**src/rtl/vehicle_sensor_pkg.sv**
```systemverilog
// Shared types and limits for the vehicle sensor front end: ranger FSM states,
// output widths, saturation values and the speed clamp helper.
package vehicle_sensor_pkg;

    typedef enum logic [2:0] {
        IDLE,
        TRIG,
        WAIT_ECHO,
        MEASURE,
        DONE
    } ranger_state_t;

    localparam int SPEED_W = 8;
    localparam int DIST_W  = 7;

    localparam logic [SPEED_W-1:0] SPEED_MAX = 8'd255;
    localparam logic [DIST_W-1:0]  DIST_MAX  = 7'd127;

    function automatic logic [SPEED_W-1:0] sat_speed(input logic [31:0] value);
        return (value > 32'(SPEED_MAX)) ? SPEED_MAX : value[SPEED_W-1:0];
    endfunction

endpackage

```
**src/rtl/echo_ranger.sv**
```systemverilog
// Periodic ultrasonic ranging: free-running ping counter, trigger pulse, echo
// width measurement in metres with timeout, and the distance output strobe.
module echo_ranger
    import vehicle_sensor_pkg::*;
#(
    parameter int TRIG_CYCLES      = 10,
    parameter int CYCLES_PER_METER = 58,
    parameter int ECHO_TIMEOUT     = 8000,
    parameter int PING_PERIOD      = 10000
) (
    input  logic              CLK,
    input  logic              rst,
    input  logic              echo,
    output logic              trig,
    output logic [DIST_W-1:0] leading_distance,
    output logic              dist_valid
);

    localparam int CNT_MAX = (ECHO_TIMEOUT > TRIG_CYCLES) ? ECHO_TIMEOUT : TRIG_CYCLES;
    localparam int CNT_W   = (CNT_MAX > 1) ? $clog2(CNT_MAX) : 1;
    localparam int PING_W  = (PING_PERIOD > 1) ? $clog2(PING_PERIOD) : 1;
    localparam int SUB_W   = (CYCLES_PER_METER > 1) ? $clog2(CYCLES_PER_METER) : 1;

    ranger_state_t     state_q, state_d;
    logic [PING_W-1:0] ping_cnt_q, ping_cnt_d;
    logic [CNT_W-1:0]  cnt_q, cnt_d;
    logic [SUB_W-1:0]  sub_q, sub_d;
    logic [DIST_W-1:0] meters_q, meters_d;
    logic [DIST_W-1:0] dist_q, dist_d;
    logic              echo_prev_q, echo_prev_d;
    logic              echo_rise;

    // One echo-high cycle: advance the sub-metre counter, carrying into saturating metres.
    function automatic logic [SUB_W+DIST_W-1:0] count_step(input logic [SUB_W-1:0] s,
                                                           input logic [DIST_W-1:0] m);
        if (s == SUB_W'(CYCLES_PER_METER - 1)) begin
            return {SUB_W'(0), (m == DIST_MAX) ? m : m + 1'b1};
        end
        return {s + 1'b1, m};
    endfunction

    assign echo_rise        = echo & ~echo_prev_q;
    assign trig             = (state_q == TRIG);
    assign dist_valid       = (state_q == DONE);
    assign leading_distance = dist_q;

    always_comb begin
        state_d     = state_q;
        cnt_d       = cnt_q;
        sub_d       = sub_q;
        meters_d    = meters_q;
        dist_d      = dist_q;
        echo_prev_d = echo;
        ping_cnt_d  = (ping_cnt_q == PING_W'(PING_PERIOD - 1)) ? '0 : ping_cnt_q + 1'b1;

        case (state_q)
            IDLE: begin
                if (ping_cnt_q == '0) begin
                    state_d = TRIG;
                    cnt_d   = '0;
                end
            end
            TRIG: begin
                if (cnt_q == CNT_W'(TRIG_CYCLES - 1)) begin
                    state_d = WAIT_ECHO;
                    cnt_d   = '0;
                end else begin
                    cnt_d = cnt_q + 1'b1;
                end
            end
            WAIT_ECHO: begin
                // The rising-edge cycle is itself the first echo-high cycle measured.
                if (echo_rise) begin
                    state_d           = MEASURE;
                    cnt_d             = '0;
                    {sub_d, meters_d} = count_step('0, '0);
                end else if (cnt_q == CNT_W'(ECHO_TIMEOUT - 1)) begin
                    state_d = DONE;
                    dist_d  = DIST_MAX;
                end else begin
                    cnt_d = cnt_q + 1'b1;
                end
            end
            MEASURE: begin
                if (!echo) begin
                    state_d = DONE;
                    dist_d  = meters_q;
                end else if (cnt_q == CNT_W'(ECHO_TIMEOUT - 1)) begin
                    state_d = DONE;
                    dist_d  = DIST_MAX;
                end else begin
                    cnt_d             = cnt_q + 1'b1;
                    {sub_d, meters_d} = count_step(sub_q, meters_q);
                end
            end
            DONE: begin
                state_d = IDLE;
            end
            default: begin
                state_d = IDLE;
            end
        endcase
    end

    always_ff @(posedge CLK) begin
        if (rst) begin
            state_q     <= IDLE;
            ping_cnt_q  <= '0;
            cnt_q       <= '0;
            sub_q       <= '0;
            meters_q    <= '0;
            dist_q      <= '0;
            echo_prev_q <= 1'b0;
        end else begin
            state_q     <= state_d;
            ping_cnt_q  <= ping_cnt_d;
            cnt_q       <= cnt_d;
            sub_q       <= sub_d;
            meters_q    <= meters_d;
            dist_q      <= dist_d;
            echo_prev_q <= echo_prev_d;
        end
    end

endmodule

```
**src/rtl/vehicle_sensor_frontend.sv**
```systemverilog
// Sensor front end: wheel-tick speed gate plus echo ranger. Define SPEED_AVG_EN
// to report the average of the last four window speeds instead of the raw one.
module vehicle_sensor_frontend
    import vehicle_sensor_pkg::*;
#(
    parameter int WINDOW_CYCLES    = 1000,
    parameter int KMH_PER_TICK     = 1,
    parameter int TRIG_CYCLES      = 10,
    parameter int CYCLES_PER_METER = 58,
    parameter int ECHO_TIMEOUT     = 8000,
    parameter int PING_PERIOD      = 10000
) (
    input  logic               CLK,
    input  logic               rst,
    input  logic               wheel_tick,
    input  logic               echo,
    output logic               trig,
    output logic [SPEED_W-1:0] car_speed,
    output logic               speed_valid,
    output logic [DIST_W-1:0]  leading_distance,
    output logic               dist_valid
);

    localparam int WIN_W = (WINDOW_CYCLES > 1) ? $clog2(WINDOW_CYCLES) : 1;

    logic               tick_prev_q, tick_prev_d;
    logic [WIN_W-1:0]   win_cnt_q, win_cnt_d;
    logic [SPEED_W-1:0] tick_cnt_q, tick_cnt_d;
    logic [SPEED_W-1:0] speed_q, speed_d;
    logic               speed_valid_q, speed_valid_d;
    logic               tick_rise;
    logic               window_end;
    logic [SPEED_W-1:0] raw_speed;
    logic [SPEED_W-1:0] speed_new;

    assign tick_rise   = wheel_tick & ~tick_prev_q;
    assign window_end  = (win_cnt_q == WIN_W'(WINDOW_CYCLES - 1));
    assign raw_speed   = sat_speed(32'(tick_cnt_q) * 32'(KMH_PER_TICK));
    assign car_speed   = speed_q;
    assign speed_valid = speed_valid_q;

`ifdef SPEED_AVG_EN
    logic [SPEED_W-1:0] hist0_q, hist0_d, hist1_q, hist1_d, hist2_q, hist2_d;
    logic [SPEED_W+1:0] speed_sum;

    always_comb begin
        hist0_d   = hist0_q;
        hist1_d   = hist1_q;
        hist2_d   = hist2_q;
        speed_sum = {2'b00, raw_speed} + {2'b00, hist0_q} + {2'b00, hist1_q} + {2'b00, hist2_q};
        speed_new = SPEED_W'(speed_sum >> 2);
        if (window_end) begin
            hist0_d = raw_speed;
            hist1_d = hist0_q;
            hist2_d = hist1_q;
        end
    end

    always_ff @(posedge CLK) begin
        if (rst) begin
            hist0_q <= '0;
            hist1_q <= '0;
            hist2_q <= '0;
        end else begin
            hist0_q <= hist0_d;
            hist1_q <= hist1_d;
            hist2_q <= hist2_d;
        end
    end
`else
    assign speed_new = raw_speed;
`endif

    // An edge on the closing cycle is carried into the next window, not the one being reported.
    always_comb begin
        tick_prev_d   = wheel_tick;
        speed_d       = speed_q;
        speed_valid_d = window_end;
        if (window_end) begin
            win_cnt_d  = '0;
            tick_cnt_d = {{(SPEED_W-1){1'b0}}, tick_rise};
            speed_d    = speed_new;
        end else begin
            win_cnt_d  = win_cnt_q + 1'b1;
            tick_cnt_d = (tick_rise && tick_cnt_q != SPEED_MAX) ? tick_cnt_q + 1'b1 : tick_cnt_q;
        end
    end

    always_ff @(posedge CLK) begin
        if (rst) begin
            tick_prev_q   <= 1'b0;
            win_cnt_q     <= '0;
            tick_cnt_q    <= '0;
            speed_q       <= '0;
            speed_valid_q <= 1'b0;
        end else begin
            tick_prev_q   <= tick_prev_d;
            win_cnt_q     <= win_cnt_d;
            tick_cnt_q    <= tick_cnt_d;
            speed_q       <= speed_d;
            speed_valid_q <= speed_valid_d;
        end
    end

    echo_ranger #(
        .TRIG_CYCLES     (TRIG_CYCLES),
        .CYCLES_PER_METER(CYCLES_PER_METER),
        .ECHO_TIMEOUT    (ECHO_TIMEOUT),
        .PING_PERIOD     (PING_PERIOD)
    ) u_ranger (
        .CLK             (CLK),
        .rst             (rst),
        .echo            (echo),
        .trig            (trig),
        .leading_distance(leading_distance),
        .dist_valid      (dist_valid)
    );

endmodule
```
**config.mk**
```make
export PLATFORM = sky130hd
export DESIGN_NAME = vehicle_sensor_frontend
export DESIGN_NICKNAME = d
export VERILOG_FILES = /design/src/rtl/vehicle_sensor_pkg.sv /design/src/rtl/echo_ranger.sv /design/src/rtl/vehicle_sensor_frontend.sv
export SDC_FILE = /design/constraint.sdc
export NUM_CORES = 1
export LEC_CHECK = 0
export CORE_UTILIZATION = 45
export DETAILED_ROUTE_END_ITERATION = 8
export PLACE_DENSITY_LB_ADDON = 0.05
export SLEW_MARGIN = 25
export SYNTH_ARGS = -nofsm -noshare
export SYNTH_HDL_FRONTEND = slang
export SYNTH_HIERARCHICAL = 1
export SYNTH_SLANG_ARGS = --single-unit
```
**constraint.sdc**
```tcl
create_clock -name CLK -period 2.38 [get_ports CLK]
set_clock_uncertainty 0.2 [all_clocks]
set_input_delay 0.357 -clock CLK [delete_from_list [all_inputs] [get_ports CLK]]
set_output_delay 0.357 -clock CLK [all_outputs]
set_load 0.03 [all_outputs]
```
==> results.sh <==
export IMPL_status="finished clean"
export IMPL_crit_fanout=13
export IMPL_hold_class="flop to flop"
export IMPL_cp_num_buf_inv=1
export IMPL_cts_tree="built"
export IMPL_irDropWorstVdd_uv=426
export IMPL_post_route_period_util=0.973
export IMPL_grt_start_max_net_pins=29
export IMPL_power_density_nw_per_um2=706
export IMPL_avgSynthCellArea_um2=8.62
export IMPL_nFillCells=776
export IMPL_place_hpwl_mm=6.37
export IMPL_start_util=0.467
export IMPL_seq_area_frac_synth=0.410
export IMPL_switching_share=0.303
export IMPL_hold_violations=0
export IMPL_ys_ff_latch=79
export IMPL_wl_mm=8.95
export IMPL_power_mw=3.32
export IMPL_avgRoutedWirePerCell_um=14.6
export IMPL_cts_buffers=9
export IMPL_n_antenna_cell=0
export IMPL_synth_cell_type_count=61
export IMPL_grt_pass1_wl_mm=14.9
export IMPL_drtIter0Drc=170
export IMPL_cp_data_required_time_ps=2400
export IMPL_grt_overflow=0
export IMPL_grt_pass1_vias=3233
export IMPL_start_kind="flop"
export IMPL_gp_congestion=0.841
export IMPL_setup_viol=0
export IMPL_dpl_worst_slack_ps=-78.7
export IMPL_die_y_um=94.5
export IMPL_clk_path_buf_depth=2
export IMPL_p_sw_mw=1.01
export IMPL_ys_warn_count=6
export IMPL_cts_sinks=79
export IMPL_cap_violations=0
export IMPL_cpPeakStageDelay_ps=550
export IMPL_clock_fmax_mhz=432
export IMPL_postSynth_asyncResetShare=0
export IMPL_maxSlewViolCount=0
export IMPL_layout_min_cycle_time_ps=2320
export IMPL_layout_commonest_cell="dfxtp_1"
export IMPL_clock_insertion_delay_worst_skew_ps=350
export IMPL_pwr_share_comb=0.227
export IMPL_critPathArrivalTime_ps=2330
export IMPL_end_kind="flop"
export IMPL_setup_worst_path_class="flop to flop"
export IMPL_antenna_found_initial=0
export IMPL_power_clock_fraction=0.335
export IMPL_final_cell_mix="dfxtp_1, nor2_1, buf_4"
export IMPL_intPower_mw=2.31
export IMPL_root_buffer="clkbuf_8"
export IMPL_synthCells=447
export IMPL_critPathSlowestCell="or4b_1"
export IMPL_synth_edff_count=0
export IMPL_fin_ws_ps=63.2
export IMPL_nets=516
export IMPL_ys_dominant_reg_cell="dfxtp_1"
export IMPL_drive_gt1_frac=0.173
export IMPL_postRouteAntennaNets=0
export IMPL_worst_pin_slew_ps=630
export IMPL_p_seq_frac=0.438
export IMPL_rsz0062_at_grt="yes"
export IMPL_fp_dieW_um=94.5
export IMPL_area_growth_synth_to_final_pct=22.0
export IMPL_num_vias=3462
export IMPL_die_area_um2=8940
export IMPL_viasPerCell=5.65
export IMPL_drtPass1Iterations=5
export IMPL_leakagePower_nw=1.70
export IMPL_drc=0
export IMPL_crit_chain="buf_4, or4b_1, o31ai_4, o21ai_2, a31oi_1, a311oi_2"
export IMPL_syn_area_um2=3850
export IMPL_cts_htree_levels=3
export IMPL_port_buffers=21
export IMPL_grtUsageTotal=0.213
export IMPL_slew_headroom=0.578
export IMPL_worst_hold_slack_ps=250
export IMPL_cts_clk_slew_worst_paths_ps=80
export IMPL_io_pins=22
export IMPL_core_area_um2=8260
export IMPL_cpLargestDelayFamily="compound AO/OA/AOI/OAI gates"
export IMPL_placementRows=33
export IMPL_syn_nets=460
==> final cells by class <==
cell class | instances | area, um2 | area share
Multi-Input combinational cell | 333 | 2160 | 0.459
Sequential cell | 79 | 1590 | 0.338
Timing Repair Buffer | 64 | 542 | 0.115
Clock buffer | 11 | 141 | 0.0301
Tap cell | 105 | 131 | 0.0279
Clock inverter | 5 | 81.3 | 0.0173
Inverter | 16 | 60.1 | 0.0128
==> flip-flops by register name (all words and copies together) (netlist names) <==
| signal | cells |
|---|---|
| u_ranger/ping_cnt_q | 14 |
| u_ranger/cnt_q | 13 |
| win_cnt_q | 10 |
| car_speed | 8 |
| tick_cnt_q | 8 |
| u_ranger/leading_distance | 7 |
| u_ranger/meters_q | 7 |
| u_ranger/sub_q | 6 |
| u_ranger/state_q | 3 |
| speed_valid | 1 |
| tick_prev_q | 1 |
| u_ranger/echo_prev_q | 1 |
==> metal layers <==
metal | GRT usage | share of wire | vias up
li1 | - | - | 1746
met1 | 0.281 | 0.47 | 1645
met2 | 0.353 | 0.48 | 62
met3 | 0.0298 | 0.032 | 9
met4 | 0.0833 | 0.014 | 0
met5 | 0 | 0 | -
==> worst paths after layout <==
| path | startpoint | end | slack [ps] | depth (start not counted) |
|---|---|---|---|---|
| worst max-delay path | u_ranger/cnt_q[4] | u_ranger/cnt_q[3] | 60 | 6 |
| worst min-delay path | win_cnt_q[0] | win_cnt_q[0] | 250 | 1 |
| worst max register to register | u_ranger/cnt_q[4] | u_ranger/cnt_q[3] | 60 | 6 |
| worst min register to register | win_cnt_q[0] | win_cnt_q[0] | 250 | 1 |
==> power groups by stage <==
stage	Sequential, mW	Clock (mW)	Combinational (mW)
after floorplan	1.46	0	0.502
after global placement	1.47	0	0.718
after detailed placement	1.47	0	0.720
after CTS	1.45	1.15	0.730
after global routing	1.46	1.21	0.835
final	1.45	1.11	0.754
==> what timing repair did <==
action	4_1_cts	5_1_grt
setup buffers	2	0
cloned	1	0
endpoints found under the setup margin	7	24
gates resized for setup	6	12
pin swaps	4	4
hold buffers	0	0
==> metrics by stage <==
stage / cell area [um2] / setup TNS [ps] / utilization / instances
2_1_floorplan: 3860 / 0 / - / 447
3_3_place_gp: 4390 / -13.5 / 0.532 / 594
3_5_place_dp: 4390 / -227 / 0.532 / 594
4_1_cts: 4650 / 0 / 0.563 / 613
5_1_grt: 4700 / -0.894 / 0.569 / 613
6_report: 4700 / 0 / 0.569 / 613
==> Yosys cell counts, types with 9 or more instances <==
library cell	instances	area, um2
a21oi_1	21	105
dfxtp_1	79	1580
ha_1	9	113
inv_1	16	60.1
nand2_1	27	101
nand3_1	18	90.1
nand4_1	13	81.3
nor2_1	59	221
nor3_1	25	125
o21ai_0	20	100
xnor2_1	11	96.3
xor2_1	9	78.8
==> kinds of logic after synthesis <==
group	Yosys count	share of synthesized area
adder cells (fa/ha/maj)	9	0.0292
flip-flops	79	0.410
AO/OA/AOI/OAI	96	0.174
AND/OR/NAND/NOR	202	0.280
XOR/XNOR	20	0.0455
buffers and inverters	36	0.0477
multiplexers	5	0.0133
Note: power is estimated with default switching activity, not from simulation.
